==> src/rtl/config_loader_pkg.sv <==
// Shared types and constants for the configuration-chain loader.
// State encoding plus the CRC-8 polynomial, seed and single-bit update.
package config_loader_pkg;

   typedef enum logic [2:0] {
      ST_IDLE,
      ST_CLEAR,
      ST_WAIT_WORD,
      ST_SHIFT,
      ST_CHECK,
      ST_DONE
   } state_t;

   localparam logic [7:0] CRC8_POLY = 8'h07;
   localparam logic [7:0] CRC8_INIT = 8'h00;

   // One MSB-first, non-reflected CRC-8 step for a single serial bit.
   function automatic logic [7:0] crc8_step(input logic [7:0] crc, input logic bit_in);
      logic [7:0] shifted;
      shifted = {crc[6:0], 1'b0};
      return (crc[7] ^ bit_in) ? (shifted ^ CRC8_POLY) : shifted;
   endfunction

endpackage

==> src/rtl/config_crc8.sv <==
// Serial CRC-8 over the bits pushed into the config chain.
// Used by config_loader only when CONFIG_LOADER_CRC_EN is defined.
module config_crc8
   import config_loader_pkg::*;
(
   input  logic       clock,
   input  logic       reset,
   input  logic       clear,
   input  logic       bit_valid,
   input  logic       bit_in,
   output logic [7:0] crc
);

   logic [7:0] crc_reg;

   always_ff @(posedge clock) begin
      if (reset || clear) begin
         crc_reg <= CRC8_INIT;
      end else if (bit_valid) begin
         crc_reg <= crc8_step(crc_reg, bit_in);
      end
   end

   assign crc = crc_reg;

endmodule

==> src/rtl/config_loader.sv <==
// Bitstream loader: accepts words over valid/ready and serialises them MSB-first into the
// tile config chain, then releases the fabric. CONFIG_LOADER_CRC_EN adds a trailing CRC-8 check.
module config_loader
   import config_loader_pkg::*;
#(
   parameter int CHAIN_LENGTH = 24,
   parameter int WORD_WIDTH   = 8,
   parameter int CLEAR_CYCLES = 2
) (
   input  logic                  clock,
   input  logic                  reset,
   input  logic                  start,
   input  logic [WORD_WIDTH-1:0] word_in,
   input  logic                  word_valid,
   output logic                  word_ready,
   output logic                  config_out,
   output logic                  config_enable,
   output logic                  config_nreset,
   output logic                  fabric_nreset,
   output logic                  fabric_enable,
   output logic                  busy,
   output logic                  done,
   output logic                  error
);

   localparam int CNT_W = $clog2(CHAIN_LENGTH + 1);
   localparam int WB_W  = $clog2(WORD_WIDTH + 1);
   localparam int CLR_W = (CLEAR_CYCLES > 1) ? $clog2(CLEAR_CYCLES) : 1;

`ifdef CONFIG_LOADER_CRC_EN
   localparam state_t END_STATE = ST_CHECK;
`else
   localparam state_t END_STATE = ST_DONE;
`endif

   state_t                state_reg, state_next;
   logic [CNT_W-1:0]      bits_left_reg, bits_left_next;
   logic [WB_W-1:0]       word_bits_reg, word_bits_next;
   logic [WORD_WIDTH-1:0] shreg_reg, shreg_next;
   logic [CLR_W-1:0]      clear_cnt_reg, clear_cnt_next;

   logic config_out_reg, config_out_next;
   logic config_enable_reg, config_enable_next;
   logic config_nreset_reg, config_nreset_next;
   logic fabric_nreset_reg, fabric_nreset_next;
   logic fabric_enable_reg, fabric_enable_next;
   logic word_ready_reg, word_ready_next;
   logic busy_reg, busy_next;
   logic done_reg, done_next;
   logic error_reg, error_next;

   logic transfer;
   assign transfer = word_valid && word_ready_reg;

`ifdef CONFIG_LOADER_CRC_EN
   logic [7:0] crc_value;

   // CRC follows the bits on the same edge they are presented to the chain.
   config_crc8 u_crc (
      .clock     (clock),
      .reset     (reset),
      .clear     (state_reg == ST_CLEAR),
      .bit_valid (config_enable_next),
      .bit_in    (config_out_next),
      .crc       (crc_value)
   );
`endif

   always_comb begin
      state_next         = state_reg;
      bits_left_next     = bits_left_reg;
      word_bits_next     = word_bits_reg;
      shreg_next         = shreg_reg;
      clear_cnt_next     = clear_cnt_reg;
      config_out_next    = config_out_reg;
      config_enable_next = 1'b0;
      error_next         = error_reg;

      case (state_reg)
         ST_IDLE, ST_DONE: begin
            if (start) begin
               state_next     = ST_CLEAR;
               clear_cnt_next = CLR_W'(CLEAR_CYCLES - 1);
               bits_left_next = CNT_W'(CHAIN_LENGTH);
               error_next     = 1'b0;
            end
         end
         ST_CLEAR: begin
            if (clear_cnt_reg == '0) begin
               state_next = ST_WAIT_WORD;
            end else begin
               clear_cnt_next = clear_cnt_reg - CLR_W'(1);
            end
         end
         ST_WAIT_WORD: begin
            if (transfer) begin
               // First bit goes out on the accept edge; word_bits counts the ones still to follow.
               state_next         = ST_SHIFT;
               config_out_next    = word_in[WORD_WIDTH-1];
               config_enable_next = 1'b1;
               shreg_next         = {word_in[WORD_WIDTH-2:0], 1'b0};
               bits_left_next     = bits_left_reg - CNT_W'(1);
               word_bits_next     = (int'(bits_left_reg) >= WORD_WIDTH) ?
                                    WB_W'(WORD_WIDTH - 1) : WB_W'(int'(bits_left_reg) - 1);
            end
         end
         ST_SHIFT: begin
            if (word_bits_reg == '0) begin
               state_next = (bits_left_reg == '0) ? END_STATE : ST_WAIT_WORD;
            end else begin
               config_out_next    = shreg_reg[WORD_WIDTH-1];
               config_enable_next = 1'b1;
               shreg_next         = {shreg_reg[WORD_WIDTH-2:0], 1'b0};
               bits_left_next     = bits_left_reg - CNT_W'(1);
               word_bits_next     = word_bits_reg - WB_W'(1);
            end
         end
`ifdef CONFIG_LOADER_CRC_EN
         ST_CHECK: begin
            if (transfer) begin
               state_next = ST_DONE;
               error_next = (word_in[7:0] != crc_value);
            end
         end
`endif
         default: state_next = ST_IDLE;
      endcase

      // Outputs are decoded from the next state so they are registered without extra lag.
      config_nreset_next = (state_next != ST_CLEAR);
      word_ready_next    = (state_next == ST_WAIT_WORD) || (state_next == ST_CHECK);
      busy_next          = (state_next != ST_IDLE) && (state_next != ST_DONE);
      done_next          = (state_next == ST_DONE);
      fabric_nreset_next = done_next && !error_next;
      fabric_enable_next = done_next && !error_next;
   end

   always_ff @(posedge clock) begin
      if (reset) begin
         state_reg         <= ST_IDLE;
         bits_left_reg     <= '0;
         word_bits_reg     <= '0;
         shreg_reg         <= '0;
         clear_cnt_reg     <= '0;
         config_out_reg    <= 1'b0;
         config_enable_reg <= 1'b0;
         config_nreset_reg <= 1'b1;
         fabric_nreset_reg <= 1'b0;
         fabric_enable_reg <= 1'b0;
         word_ready_reg    <= 1'b0;
         busy_reg          <= 1'b0;
         done_reg          <= 1'b0;
         error_reg         <= 1'b0;
      end else begin
         state_reg         <= state_next;
         bits_left_reg     <= bits_left_next;
         word_bits_reg     <= word_bits_next;
         shreg_reg         <= shreg_next;
         clear_cnt_reg     <= clear_cnt_next;
         config_out_reg    <= config_out_next;
         config_enable_reg <= config_enable_next;
         config_nreset_reg <= config_nreset_next;
         fabric_nreset_reg <= fabric_nreset_next;
         fabric_enable_reg <= fabric_enable_next;
         word_ready_reg    <= word_ready_next;
         busy_reg          <= busy_next;
         done_reg          <= done_next;
         error_reg         <= error_next;
      end
   end

   assign word_ready    = word_ready_reg;
   assign config_out    = config_out_reg;
   assign config_enable = config_enable_reg;
   assign config_nreset = config_nreset_reg;
   assign fabric_nreset = fabric_nreset_reg;
   assign fabric_enable = fabric_enable_reg;
   assign busy          = busy_reg;
   assign done          = done_reg;
   assign error         = error_reg;

endmodule

==> config.mk <==
export PLATFORM = sky130hd
export DESIGN_NAME = config_loader
export DESIGN_NICKNAME = d
export VERILOG_FILES = /design/src/rtl/config_loader_pkg.sv /design/src/rtl/config_crc8.sv /design/src/rtl/config_loader.sv
export SDC_FILE = /design/constraint.sdc
export NUM_CORES = 1
export LEC_CHECK = 0
export ABC_CLOCK_PERIOD_IN_PS = 3300
export CORE_MARGIN = 4
export CORE_UTILIZATION = 40
export DETAILED_ROUTE_END_ITERATION = 7
export PLACE_DENSITY_LB_ADDON = 0.05
export SYNTH_ARGS = -nofsm -noshare
export SYNTH_HDL_FRONTEND = slang
export SYNTH_HIERARCHICAL = 1
export SYNTH_SLANG_ARGS = --single-unit
==> constraint.sdc <==
create_clock -name clock -period 3.3 [get_ports clock]
set_input_delay 0.66 -clock clock [delete_from_list [all_inputs] [get_ports clock]]
set_output_delay 0.66 -clock clock [all_outputs]
set_load 0.02 [all_outputs]
==> results.cfg <==
[sta]
layout_min_cycle_time_ps = 2130
relSlewSlack = 0.529
timing.final.hold_violations = 0
drv_slew = 0
setup_viol = 0
worst_pin_slew_ps = 705
fin_crit_sh = 0.645
setup_tns_ps = 0
fmax_mhz = 469
finClkSkew_ps = 9.64
rsz0062_at_grt = false

[routing]
routed_wl_mm = 3.01
drc = 0
vias = 1265
drtAntennaViolNets = 0
viasPerCell = 5.43
drt-wirelength-per-cell_um = 12.9
drt_iter0_markers = 82
first_pass_iters = 4

[hold_path]
hold_path_class = register to register
hold_path_startpoint = word_bits_reg[1]

[setup_path]
cp_max_fo = 14
critical_path_required_ps = 3560
crit_path_start = word_valid
rrSetupSlack_ps = 1280
cp_slowest_cell = a211oi_2
crit_chain = clkdlybuf4s50_1, a21oi_1, a211oi_2, buf_4, nor2_1, a311oi_1
cp-start-kind = input pin
slowest_delay_ps = 520
crit_end = shreg_reg[2]
reg2reg_depth = 7
crit_type = input pin to register
r2r_start = word_bits_reg[0]
critPathCaptureType = register
r2r_end = shreg_reg[2]
worstPathArrival_ps = 2390

[synth]
syn_nets = 189
yosysUniqueCellTypes = 44
ys_warn_count = 6
async_reset_ff_frac = 0
netlist_area_um2 = 1420
ys_seq_elements = 28
avgSynthCellArea_um2 = 8.19
netlist_instances = 173
synth-edff-count = 0
synthFlopType = dfxtp_1
seq_area_frac_synth = 0.396

[finish]
stdcell_area_um2 = 1680
drive_gt1_frac = 0.0642
fin_nets = 204
largest_reg_flops = 7
synthToLayoutAreaGrowth_pct = 18.5
diodes = 0

[global_route]
gr-max-usage-layer = met2
met2_usage = 0.253
grt_max_degree = 19
use_met3 = 0.0200
use_met1 = 0.179
grt_first_pass_wirelength_mm = 5.13
grtUsageTotal = 0.145
grt_pass1_vias = 1157
antenna_found_initial = 0
gr-total-overflow = 0

[die]
die_area_um2 = 4560
num_io_pins = 21
core_area_um2 = 3390
rows = 21
start_util = 0.418
die-width_um = 67.5
die_y_um = 67.5

[placement]
gp_congestion = 0.814
io_buffer_count = 20
hpwl_mm = 2.20
placed_area_um2 = 1630

[pwr]
cellPowerDensity_nw_per_um2 = 439
power_leakage_uw = 0.000580
vdd_ir_drop_max_v = 0.000191

[clocking]
clk_pin_slew_ps = 160
clock-sinks = 28
cts_setup_buffers = 0
cts_buffers = 3
postCtsHoldBufs = 0
cts_root_buf = clkbuf_4
clockBufferDepth = 2
ctsResizeCount = 0
htree_num_levels = 1
cts_tree = done
clock_latency_ps = 330

[outcome]
status = complete, no violations

[run]
max_cap_viol_count = 0
==> layout by cell type (no fill, tap or decap), drive strengths merged, types with 2 or more instances in the layout <==
cell	n
a21oi	14
a311oi	9
and3	2
buf	2
clkbuf	3
clkdlybuf4s50	20
dfxtp	28
ha	4
inv	8
nand2	20
nand2b	3
nand3	4
nand3b	2
nor2	23
nor3	10
nor3b	3
o21a	2
o21ai	6
or3	2
==> synthesized netlist by cell type, types with 2 or more instances <==
cell,number,area share
or3_1,2,0.0088
nand3b_1,2,0.011
dfxtp_1,28,0.40
nor2_1,23,0.061
ha_1,4,0.035
nand3_1,4,0.014
nor3_1,10,0.035
and3_1,2,0.0088
nand2b_1,3,0.013
buf_2,6,0.021
clkbuf_1,4,0.011
a311oi_1,8,0.049
nor3b_1,2,0.011
a21oi_1,14,0.049
o21ai_0,5,0.018
o21a_1,2,0.011
nand2_1,20,0.053
inv_1,8,0.021
==> metrics by stage <==
| stage | hold WS, ps | worst slack [ps] | cells | util | power, µW |
|---|---|---|---|---|---|
| after floorplan | 445 | 1690 | 173 | - | 475 |
| after global placement | 462 | 871 | 229 | 0.480 | 515 |
| after detailed placement | 472 | 789 | 229 | 0.480 | 519 |
| after CTS | 492 | 1160 | 233 | 0.495 | 747 |
| after global routing | 516 | 969 | 233 | 0.495 | 776 |
| final | 488 | 1170 | 233 | 0.495 | 736 |
==> per-layer routing <==
| layer | vias to the layer above | wire length [µm] |
|---|---|---|
| li1 | 642 | - |
| met1 | 592 | 1390 |
| met2 | 27 | 1450 |
| met3 | 4 | 136 |
| met4 | 0 | 31 |
| met5 | - | 0 |
==> worst max-delay path, delay by kind of cell <==
family / cells / cell delay, ps
compound gates: 3 / 890
buf+inv: 2 / 790
simple gates: 1 / 50
==> worst min path at each step <==
stage | end | cells past startpoint | slack (ps)
3_3_place_gp | shreg_reg[6] | 2 | 460
5_1_grt | shreg_reg[5] | 2 | 520
2_1_floorplan | word_bits_reg[1] | 2 | 450
6_report | word_bits_reg[1] | 2 | 490
4_1_cts | word_bits_reg[1] | 2 | 490
3_5_place_dp | shreg_reg[4] | 2 | 470
==> power by group <==
group          leakage, µW  switching [µW]  internal, µW
logic             0.000325            71.1          60.5
registers         0.000228            21.3           357
clock network    0.0000279             103           123
total             0.000580             195           540
==> logic make-up (layout without fill, tap and decap cells) <==
kind of cell	count (synthesis)	count (layout)	share of synthesized area
compound gates	41	41	0.208
mux	1	1	0.00795
xor+xnor	2	2	0.0124
fa+ha+maj	4	4	0.0353
flops	28	28	0.396
buf+inv	20	34	0.0663
simple gates	77	77	0.274
==> area by class of cell <==
cell class              count  area (µm²)
fillers                   331        1710
clock buffers               3        22.5
clock inverters             1        30.0
flip-flops and latches     28         561
inverters                   8        30.0
multi-input cells         125         762
repair buffers             22         215
well taps                  46        57.6
Note: power is estimated with default switching activity, not from simulation.
